### src/rtl/combo_dialer_pkg.sv
// combo_dialer_pkg
//   Shared definitions for the combination-lock dialer.
//   - state_e : dialer FSM state encoding (also exported as a debug value)
//   - op_e    : host operation codes
//   - default timing constants and the counter-width helper used to size
//     the shared down-counter
package combo_dialer_pkg;

  typedef enum logic [2:0] {
    ST_IDLE     = 3'd0,
    ST_SETTLE   = 3'd1,
    ST_PULSE    = 3'd2,
    ST_WAIT     = 3'd3,
    ST_LOAD_NEW = 3'd4,
    ST_COMMIT   = 3'd5,
    ST_LOCKOUT  = 3'd6
  } state_e;

  typedef enum logic [1:0] {
    OP_UNLOCK = 2'b00,
    OP_CHANGE = 2'b01,
    OP_RELOCK = 2'b10,
    OP_RSVD   = 2'b11
  } op_e;

  localparam int SETTLE_DEF  = 2;
  localparam int RESP_TO_DEF = 4;
  localparam int HOLD_DEF    = 8;

  // Width that holds the largest of the three cycle counts.
  function automatic int cnt_width(input int a, input int b, input int c);
    int m;
    m = a;
    if (b > m) m = b;
    if (c > m) m = c;
    return $clog2(m + 1);
  endfunction

endpackage

### src/rtl/combo_dialer_if.sv
// combo_dialer_if
//   Bundles the host request, lock status and dialer drive/status signals.
//   modport master : the dialer (drives code/pulses into the lock, reports
//                    status to the host)
//   modport slave  : the environment (host + lock) around the dialer
//   Handshake: start is a level request sampled only while the dialer is idle
//   and not reporting done; once accepted, the dialer owns the operation until
//   it raises done for exactly one cycle (success valid with done and held
//   until the next done). There is no back-pressure and no queueing.
interface combo_dialer_if;
  logic                     start;
  logic [1:0]               op;
  logic [3:0]               code_in;
  logic [3:0]               new_code;
  logic                     open_i;
  logic                     new_i;
  logic                     alarm_i;
  logic [3:0]               code_o;
  logic                     enter_pulse;
  logic                     change_pulse;
  logic                     busy;
  logic                     done;
  logic                     success;
  logic                     fail_pending;
  logic                     lockout;
  combo_dialer_pkg::state_e state_dbg;

  modport master (
    input  start, op, code_in, new_code, open_i, new_i, alarm_i,
    output code_o, enter_pulse, change_pulse, busy, done, success,
           fail_pending, lockout, state_dbg
  );

  modport slave (
    output start, op, code_in, new_code, open_i, new_i, alarm_i,
    input  code_o, enter_pulse, change_pulse, busy, done, success,
           fail_pending, lockout, state_dbg
  );
endinterface

### src/rtl/combo_dialer_timer.sv
// dial_timer
//   Loadable saturating down-counter with a zero flag, shared by every timed
//   phase of the dialer (settle, response timeout, hold).
//   clock, resetn : clock and synchronous active-low reset
//   load          : load load_val this cycle (wins over counting)
//   load_val      : value to load
//   zero          : counter currently at zero
//   Loading N-1 makes zero appear after exactly N cycles in the owning state.
module dial_timer #(
  parameter int W = 4
) (
  input  logic         clock,
  input  logic         resetn,
  input  logic         load,
  input  logic [W-1:0] load_val,
  output logic         zero
);
  logic [W-1:0] cnt_d, cnt_q;

  always_comb begin
    cnt_d = cnt_q;
    if (load)               cnt_d = load_val;
    else if (cnt_q != '0)   cnt_d = cnt_q - 1'b1;
  end

  always_ff @(posedge clock) begin
    if (!resetn) cnt_q <= '0;
    else         cnt_q <= cnt_d;
  end

  assign zero = (cnt_q == '0);
endmodule

### src/rtl/combo_dialer.sv
// combo_dialer
//   Initiator for a combination lock: presents a 4-bit code, issues one-cycle
//   enter/change strobes and watches the lock's open/new/alarm status to run
//   unlock, code-change and relock operations for a host.
//   clock, resetn : clock and synchronous active-low reset
//   bus (master)  : host request (start/op/code_in/new_code), lock status
//                   (open_i/new_i/alarm_i), lock drive (code_o, enter_pulse,
//                   change_pulse), host status (busy/done/success/
//                   fail_pending/lockout) and state_dbg
//   Build option COMBO_DIALER_RELOCK_EN: a successful unlock holds the lock
//   open for HOLD cycles, then relocks it before reporting done.
module combo_dialer
  import combo_dialer_pkg::*;
#(
  parameter int SETTLE  = SETTLE_DEF,
  parameter int RESP_TO = RESP_TO_DEF,
  parameter int HOLD    = HOLD_DEF
) (
  input logic            clock,
  input logic            resetn,
  combo_dialer_if.master bus
);
  localparam int CNT_W = cnt_width(SETTLE, RESP_TO, HOLD);
  localparam logic [CNT_W-1:0] SETTLE_LD = CNT_W'(SETTLE - 1);
  localparam logic [CNT_W-1:0] RESP_LD   = CNT_W'(RESP_TO - 1);
  // COMMIT spans the enter strobe plus one cycle for the lock to react.
  localparam logic [CNT_W-1:0] COMMIT_LD = CNT_W'(1);
`ifdef COMBO_DIALER_RELOCK_EN
  localparam logic [CNT_W-1:0] HOLD_LD   = CNT_W'(HOLD - 1);
`endif

  state_e     state_d, state_q;
  op_e        op_d, op_q;
  logic [3:0] code_d, code_q;
  logic [3:0] newc_d, newc_q;
  logic       enter_d, enter_q;
  logic       change_d, change_q;
  logic       done_d, done_q;
  logic       success_d, success_q;
  logic       fail_d, fail_q;
  logic       relock_d, relock_q;   // unlock has moved on to its auto-relock leg

  logic             tmr_load;
  logic [CNT_W-1:0] tmr_val;
  logic             tmr_zero;

  dial_timer #(.W(CNT_W)) u_timer (
    .clock    (clock),
    .resetn   (resetn),
    .load     (tmr_load),
    .load_val (tmr_val),
    .zero     (tmr_zero)
  );

  always_comb begin
    state_d   = state_q;
    op_d      = op_q;
    code_d    = code_q;
    newc_d    = newc_q;
    enter_d   = 1'b0;
    change_d  = 1'b0;
    done_d    = 1'b0;
    success_d = success_q;
    fail_d    = fail_q;
    relock_d  = relock_q;
    tmr_load  = 1'b0;
    tmr_val   = '0;

    // An alarm overrides everything, whatever the dialer was doing.
    if (bus.alarm_i && state_q != ST_LOCKOUT) begin
      state_d   = ST_LOCKOUT;
      done_d    = 1'b1;
      success_d = 1'b0;
    end else begin
      case (state_q)
        ST_IDLE: begin
          // The cycle that reports done is not a window for a new request.
          if (bus.start && !done_q && op_e'(bus.op) != OP_RSVD) begin
            op_d     = op_e'(bus.op);
            newc_d   = bus.new_code;
            relock_d = 1'b0;
            // Relock re-uses whatever code is already on the lock input.
            if (op_e'(bus.op) != OP_RELOCK) code_d = bus.code_in;
            state_d  = ST_SETTLE;
            tmr_load = 1'b1;
            tmr_val  = SETTLE_LD;
          end
        end
        ST_SETTLE: begin
          if (tmr_zero) begin
            state_d  = ST_PULSE;
            change_d = (op_q == OP_CHANGE);
            enter_d  = (op_q != OP_CHANGE);
          end
        end
        ST_PULSE: begin
          state_d  = ST_WAIT;
          tmr_load = 1'b1;
          tmr_val  = RESP_LD;
        end
        ST_WAIT: begin
          if (relock_q || op_q == OP_RELOCK) begin
            if (!bus.open_i) begin
              state_d = ST_IDLE; done_d = 1'b1; success_d = 1'b1;
            end else if (tmr_zero) begin
              state_d = ST_IDLE; done_d = 1'b1; success_d = 1'b0;
            end
          end else if (op_q == OP_UNLOCK) begin
            if (bus.open_i) begin
              fail_d = 1'b0;
`ifdef COMBO_DIALER_RELOCK_EN
              relock_d = 1'b1;
              state_d  = ST_SETTLE;
              tmr_load = 1'b1;
              tmr_val  = HOLD_LD;
`else
              state_d   = ST_IDLE;
              done_d    = 1'b1;
              success_d = 1'b1;
`endif
            end else if (tmr_zero) begin
              state_d = ST_IDLE; done_d = 1'b1; success_d = 1'b0; fail_d = 1'b1;
            end
          end else begin
            if (bus.new_i) begin
              state_d  = ST_LOAD_NEW;
              code_d   = newc_q;
              tmr_load = 1'b1;
              tmr_val  = SETTLE_LD;
            end else if (tmr_zero) begin
              state_d = ST_IDLE; done_d = 1'b1; success_d = 1'b0; fail_d = 1'b1;
            end
          end
        end
        ST_LOAD_NEW: begin
          if (tmr_zero) begin
            state_d  = ST_COMMIT;
            enter_d  = 1'b1;
            tmr_load = 1'b1;
            tmr_val  = COMMIT_LD;
          end
        end
        ST_COMMIT: begin
          // Leaving change mode confirms the lock took the new code.
          if (tmr_zero) begin
            state_d = ST_IDLE;
            done_d  = 1'b1;
            if (!bus.new_i) begin
              success_d = 1'b1;
              fail_d    = 1'b0;
            end else begin
              success_d = 1'b0;
            end
          end
        end
        ST_LOCKOUT: ;
        default: state_d = ST_IDLE;
      endcase
    end
  end

  always_ff @(posedge clock) begin
    if (!resetn) begin
      state_q   <= ST_IDLE;
      op_q      <= OP_UNLOCK;
      code_q    <= '0;
      newc_q    <= '0;
      enter_q   <= 1'b0;
      change_q  <= 1'b0;
      done_q    <= 1'b0;
      success_q <= 1'b0;
      fail_q    <= 1'b0;
      relock_q  <= 1'b0;
    end else begin
      state_q   <= state_d;
      op_q      <= op_d;
      code_q    <= code_d;
      newc_q    <= newc_d;
      enter_q   <= enter_d;
      change_q  <= change_d;
      done_q    <= done_d;
      success_q <= success_d;
      fail_q    <= fail_d;
      relock_q  <= relock_d;
    end
  end

  assign bus.code_o       = code_q;
  assign bus.enter_pulse  = enter_q;
  assign bus.change_pulse = change_q;
  assign bus.done         = done_q;
  assign bus.success      = success_q;
  assign bus.fail_pending = fail_q;
  assign bus.lockout      = (state_q == ST_LOCKOUT);
  assign bus.busy         = (state_q != ST_IDLE) && (state_q != ST_LOCKOUT);
  assign bus.state_dbg    = state_q;
endmodule

### src/flat_wrapper.sv
// flat-port wrapper written by rule: the top's interface ports become plain ports
module combo_dialer_flat import combo_dialer_pkg::*;
#(
  parameter int SETTLE  = SETTLE_DEF,
  parameter int RESP_TO = RESP_TO_DEF,
  parameter int HOLD    = HOLD_DEF
)
  (clock, resetn, bus_start, bus_op, bus_code_in, bus_new_code, bus_open_i, bus_new_i, bus_alarm_i, bus_code_o, bus_enter_pulse, bus_change_pulse, bus_busy, bus_done, bus_success, bus_fail_pending, bus_lockout, bus_state_dbg);
  combo_dialer_if bus_i ();
  input logic clock;
  input logic resetn;
  input wire logic [$bits(bus_i.start)-1:0] bus_start;
  input wire logic [$bits(bus_i.op)-1:0] bus_op;
  input wire logic [$bits(bus_i.code_in)-1:0] bus_code_in;
  input wire logic [$bits(bus_i.new_code)-1:0] bus_new_code;
  input wire logic [$bits(bus_i.open_i)-1:0] bus_open_i;
  input wire logic [$bits(bus_i.new_i)-1:0] bus_new_i;
  input wire logic [$bits(bus_i.alarm_i)-1:0] bus_alarm_i;
  output wire logic [$bits(bus_i.code_o)-1:0] bus_code_o;
  output wire logic [$bits(bus_i.enter_pulse)-1:0] bus_enter_pulse;
  output wire logic [$bits(bus_i.change_pulse)-1:0] bus_change_pulse;
  output wire logic [$bits(bus_i.busy)-1:0] bus_busy;
  output wire logic [$bits(bus_i.done)-1:0] bus_done;
  output wire logic [$bits(bus_i.success)-1:0] bus_success;
  output wire logic [$bits(bus_i.fail_pending)-1:0] bus_fail_pending;
  output wire logic [$bits(bus_i.lockout)-1:0] bus_lockout;
  output wire logic [$bits(bus_i.state_dbg)-1:0] bus_state_dbg;
  assign bus_i.start = bus_start;
  assign bus_i.op = bus_op;
  assign bus_i.code_in = bus_code_in;
  assign bus_i.new_code = bus_new_code;
  assign bus_i.open_i = bus_open_i;
  assign bus_i.new_i = bus_new_i;
  assign bus_i.alarm_i = bus_alarm_i;
  assign bus_code_o = bus_i.code_o;
  assign bus_enter_pulse = bus_i.enter_pulse;
  assign bus_change_pulse = bus_i.change_pulse;
  assign bus_busy = bus_i.busy;
  assign bus_done = bus_i.done;
  assign bus_success = bus_i.success;
  assign bus_fail_pending = bus_i.fail_pending;
  assign bus_lockout = bus_i.lockout;
  assign bus_state_dbg = bus_i.state_dbg;
  combo_dialer #(.SETTLE(SETTLE), .RESP_TO(RESP_TO), .HOLD(HOLD)) u_core (.clock(clock), .resetn(resetn), .bus(bus_i));
endmodule
### config.mk
export PLATFORM = sky130hd
export DESIGN_NAME = combo_dialer_flat
export DESIGN_NICKNAME = d
export VERILOG_FILES = /design/src/rtl/combo_dialer_pkg.sv /design/src/rtl/combo_dialer_if.sv /design/src/rtl/combo_dialer_timer.sv /design/src/rtl/combo_dialer.sv /design/src/flat_wrapper.sv
export SDC_FILE = /design/constraint.sdc
export NUM_CORES = 1
export LEC_CHECK = 0
export CORE_MARGIN = 2
export CORE_UTILIZATION = 52
export CTS_CLUSTER_SIZE = 16
export DETAILED_ROUTE_END_ITERATION = 16
export GPL_TIMING_DRIVEN = 0
export PLACE_DENSITY_LB_ADDON = 0.15
export SYNTH_ARGS = -nofsm -noshare
export SYNTH_HDL_FRONTEND = slang
export SYNTH_SLANG_ARGS = --single-unit
### constraint.sdc
create_clock -name clock -period 4.14 [get_ports clock]
set_input_delay 1.242 -clock clock [delete_from_list [all_inputs] [get_ports clock]]
set_output_delay 1.242 -clock clock [all_outputs]
set_load 0.05 [all_outputs]
-- Yosys cells after proc, flatten, opt, wreduce, memory -nomap -nowiden
Index checks and enable logic that the tools add are counted.
- flip-flop bits (word level): 22
- latch bits: 0
- memory bits (writable): 0
- memory bits (read-only): 0
- input bits: 16
- word-level logic and storage cells: 124
- memories: 0
- add/subtract/negate cells: 1
- multiply operators: 0
- div/mod/pow operators: 0
- magnitude comparators: 0
- equal/unequal tests: 27
- shift-type cells: 0
- mux-type cells: 59
- bitwise logic cells: 5
- reductions and logical operators: 21
- operator list (kind ; count):
    two-way mux 4 bit ; 10
    two-way mux 1 bit ; 31
    two-way mux 3 bit ; 10
    case mux 3 bit (7 select lines) ; 1
    case mux 4 bit (4 select lines) ; 1
    != test 2 x 1 -> 1 bit (second input constant) ; 7
    != test 2 bit (second input constant) ; 6
    equality test 3 bit (second input constant) ; 3
    != test 3 x 1 -> 1 bit (second input constant) ; 3
    case mux 1 bit (2 select lines) ; 4
    case mux 4 bit (2 select lines) ; 1
    AND reduction 4 bit ; 2
    AND reduction 7 bit ; 1
    equality test 3 x 2 -> 1 bit (second input constant) ; 2
    AND reduction 3 bit ; 2
    AND reduction 6 bit ; 1
    nonzero test 2 bit ; 3
    NOT 1 bit ; 5
    logical AND 1 bit ; 4
    zero test 4 bit ; 1
    != test 4 x 2 -> 1 bit (second input constant) ; 1
    case mux 1 bit (4 select lines) ; 1
    nonzero test 4 bit ; 1
    OR reduction 4 bit ; 1
    other kinds (11) ; 11

-- Longest topological paths before layout
- word-level depth: 7
- depth in mapped cells: 7

-- Modules after synthesis
A second synthesis with hierarchy kept.
- cells, all modules: 154
- area, all modules: 1323.8 um2
- modules (own cells, without submodules) (module ; instances ; cells each ; area an instance (um2) ; seq. area each (um2)):
    combo_dialer ; 1 ; 131 ; 1093.5 ; 360.3
    dial_timer ; 1 ; 23 ; 230.2 ; 80.1

-- Worst setup path before layout
OpenSTA, ideal clock, no wires.
- path kind: register to output
- start point: register u_core.state_q[2], in the netlist u_core.bus.state_dbg[2]
- end point: output port bus_busy
- data arrival time: 1834 ps
- required time: 2898 ps
- setup slack: 1064 ps
- cell stages (with the launch flop): 4
- path buffers: 1
- cell sequence: dfxtp_1 > clkbuf_1 > nor2_1 > o21bai_1
- cells in the longest elaborated chain, start to end: 2
- RTL lines (item ; RTL line ; source):
    start: declaration ; combo_dialer.sv:32 ; state_e state_d, state_q;
    start signal: assignment ; combo_dialer.sv:175 ; state_q <= state_d;
    != test 3 bit / nonzero test 3 bit (equally long branches) ; combo_dialer.sv:195 ; assign bus.busy = (state_q != ST_IDLE) && (state_q != ST_LOCKOUT);
    logical AND 1 bit (*) ; combo_dialer.sv:195 ;
    end: declaration ; flat_wrapper.sv:22 ; output wire logic [$bits(bus_i.busy)-1:0] bus_busy;
Every way passes the cells marked *; elsewhere a longest branch is shown, timed or not.

-- Final worst setup path
Ends and elaborated chain as after synthesis.

==> flow_summary.json <==
{
  "r2r_slack_ps": 1990,
  "holdPathStages": 1,
  "met2_length_mm": 1.482,
  "route.vias.total": 1200,
  "rsz0062_at_grt": "no",
  "h-tree-depth": 1,
  "initial_utilization": 0.5574,
  "wl_mm": 3.045,
  "rr_worst_depth": 6,
  "path_clk_slew_ps": 130,
  "gr-usage-all-layers": 0.2429,
  "syn_area_per_cell_sq_um": 8.892,
  "yosys_warnings": 0,
  "drc_errors": 0,
  "ant_nets": 0,
  "num_rows": 17,
  "ir_worst_vdd_uv": 328.6,
  "status": "finished, final reports clean",
  "wl_per_cell_microns": 15.15,
  "post-route-min-period_ps": 3451,
  "dp_cells": 197,
  "whs_endpoint": "u_core.bus.fail_pending",
  "fin_ws_ps": 689.2,
  "fillCellCount": 194,
  "gp_congestion": 0.8511,
  "dieArea_sq_um": 2802,
  "seq_area_frac_synth": 0.3538,
  "netlist_area_sq_um": 1245,
  "dr.pass1.iters": 4,
  "min_from": "u_core.bus.fail_pending",
  "grt_pass1_vias": 1062,
  "clockBufferDepth": 2,
  "cp_slowest_stage_delay_ps": 810,
  "clock-sinks": 22,
  "numCtsBuffers": 3,
  "io_pins": 30,
  "synthTopCellsByArea": "dfxtp_1 (35%), mux2i_1 (8.8%), nor2_1 (4.8%), a21oi_1 (3.2%), a311oi_1 (2.8%)",
  "die_h_microns": 52.93,
  "drt_iter0_markers": 50,
  "yosysUniqueCellTypes": 45,
  "setup_tns_ps": 0,
  "cts_tree": "yes",
  "grt_pass1_wl_mm": 4.947,
  "fin_crit_sh": 0.8335,
  "cap_viol_max_count": 0,
  "reg2reg_to": "u_core.bus.state_dbg[2]",
  "cts_hold_buf": 0,
  "stdcell_count": 201,
  "synth_ff_type": "dfxtp_1",
  "port_buffers": 29,
  "path_buf_inv": 2,
  "slew_headroom": 0.3841,
  "synthToLayoutAreaGrowth_pct": 30.35,
  "antenna_found_initial": 0,
  "dp_slack_ps": 1012,
  "required_ps": 2900,
  "r2r_start": "u_core.u_timer.cnt_q[0]",
  "num-nets-final": 191,
  "synth_nets": 157,
  "drive_gt1_frac": 0.06358,
  "overflow": 0,
  "hold_viol": 0,
  "p_leak_nw": 0.6245,
  "diodes": 0,
  "post-cts-setup-buffer-count": 0,
  "critPathSlowestCell": "clkdlybuf4s50_1",
  "final-setup-viol-count": 0,
  "top_layer_used": "met4",
  "crit_arrival_ps": 2210,
  "crit_chain": "clkbuf_1 -> nor2_1 -> o21bai_1 -> clkdlybuf4s50_1",
  "synth_top_area_share": 0.3538,
  "dp_hpwl_mm": 2.278,
  "critPathLaunchType": "register",
  "yosysTopAreaCell": "dfxtp_1",
  "insertion_delay_ps": 320,
  "via_per_inst": 5.970,
  "fmax_ghz": 0.2898,
  "path_class": "reg2out",
  "synth_seq_cells": 22,
  "async_flop_share": 0,
  "met1_length_mm": 1.381,
  "crit_path_max_fanout": 10,
  "met3_length_microns": 139,
  "core_area_sq_um": 2233,
  "skew_ps": 3.168,
  "die_x_microns": 52.93,
  "tightest_slew_ps": 921.8,
  "pwr_density_cell_nw_per_um2": 456.7,
  "synth_cells": 140,
  "end_kind": "output pin",
  "critPathTopFamily": "buffers and inverters",
  "hp-class": "reg2reg",
  "cts_root_buf": "clkbuf_4",
  "post_cts_resized": 0,
  "synth_edf_count": 0,
  "slew_violations": 0,
  "grt_max_degree": 14
}
[registers in the layout, indices dropped and copies added, names as in the netlist]
name,cells
u_core.newc_q,4
u_core.bus.success,1
u_core.op_q,2
u_core.bus.enter_pulse,1
u_core.bus.fail_pending,1
u_core.bus.change_pulse,1
u_core.bus.done,1
u_core.bus.state_dbg,3
u_core.u_timer.cnt_q,4
u_core.bus.code_o,4
[worst reg2reg max path, stage by stage (launching register included)]
cell	delay, ps
dfxtp_1	330
inv_1	80
ha_1	260
nor3b_1	780
o21ai_0	220
a211oi_1	300
nor2_1	70
[synth_stat cells, types with 2 or more instances]
| cell | n |
|---|---|
| clkbuf_1 | 6 |
| and2_1 | 2 |
| mux2i_1 | 11 |
| a22o_1 | 2 |
| xnor2_1 | 2 |
| nor3_1 | 3 |
| dfxtp_1 | 22 |
| nor3b_1 | 2 |
| a311oi_1 | 4 |
| and3b_1 | 2 |
| o211a_1 | 2 |
| nor2b_1 | 3 |
| nand2b_1 | 5 |
| inv_1 | 4 |
| o31ai_1 | 3 |
| nand3b_1 | 2 |
| nor2_1 | 16 |
| or3_1 | 2 |
| o21ai_0 | 6 |
| a211oi_1 | 4 |
| a21oi_1 | 8 |
| nand2_1 | 6 |
[report_power, final]
group | internal, mW | switching [mW] | total (mW) | leakage, nW
Clock | 0.0980 | 0.0712 | 0.169 | 0.0279
Sequential | 0.238 | 0.0264 | 0.265 | 0.180
Combinational | 0.128 | 0.179 | 0.307 | 0.417
[worst max path at each step]
stage	start	slack, ps	cells past startpoint	end
final	u_core.bus.state_dbg[2]	690	4	bus_busy
after detailed placement	bus_op[1]	1010	5	u_core.bus.code_o[2]
after global placement	bus_op[1]	1080	5	u_core.bus.code_o[2]
after CTS	u_core.bus.state_dbg[2]	690	4	bus_busy
after global routing	u_core.bus.state_dbg[2]	550	4	bus_busy
after floorplan	u_core.bus.state_dbg[2]	1060	3	bus_busy
[per-stage QoR]
stage,hold WS [ps],util,power [mW],area (sq um)
after detailed placement,489.3,0.7031,0.5717,1570
after global placement,471.7,0.7031,0.5619,1570
final,516.5,0.7266,0.7411,1623
after CTS,525.2,0.7266,0.7436,1623
after global routing,543.1,0.7266,0.7860,1623
after floorplan,459.6,-,0.4852,1245
[kinds of logic (layout without fill, tap and decap cells)]
logic type | count (synthesis) | in the layout | synth area share
AO/OA/AOI/OAI | 42 | 42 | 0.2633
XOR/XNOR | 3 | 3 | 0.02111
adder cells (fa/ha/maj) | 1 | 1 | 0.01005
buffers and inverters | 12 | 45 | 0.04321
flip-flops | 22 | 22 | 0.3538
multiplexers | 11 | 11 | 0.08845
AND/OR/NAND/NOR | 49 | 49 | 0.2201
[layer usage]
layer | vias to the layer above | GRT usage
li1 | 588 | -
met1 | 574 | 0.3275
met2 | 33 | 0.3917
met3 | 5 | 0.03390
met4 | 0 | 0.08974
met5 | - | 0
[placed cells by master (no fill, tap or decap), types with 3 or more instances in the layout]
cell type	instances
clkdlybuf4s50_1	29
dfxtp_1	22
nor2_1	16
mux2i_1	11
a21oi_1	8
clkbuf_1	6
nand2_1	6
o21ai_0	6
nand2b_1	5
inv_1	4
a211oi_1	4
a311oi_1	4
nor3_1	3
nor2b_1	3
o31ai_1	3
clkbuf_4	3
[layout make-up]
class / count / area [sq um] / area share
Multi-Input combinational cell: 106 / 750.7 / 0.4626
Sequential cell: 22 / 440.4 / 0.2714
Timing Repair Buffer: 29 / 290.3 / 0.1789
Buffer: 8 / 38.79 / 0.02390
Tap cell: 28 / 35.03 / 0.02159
Clock inverter: 1 / 30.03 / 0.01850
Clock buffer: 3 / 22.52 / 0.01388
Inverter: 4 / 15.01 / 0.009252
Note: power is estimated with default switching activity, not from simulation.
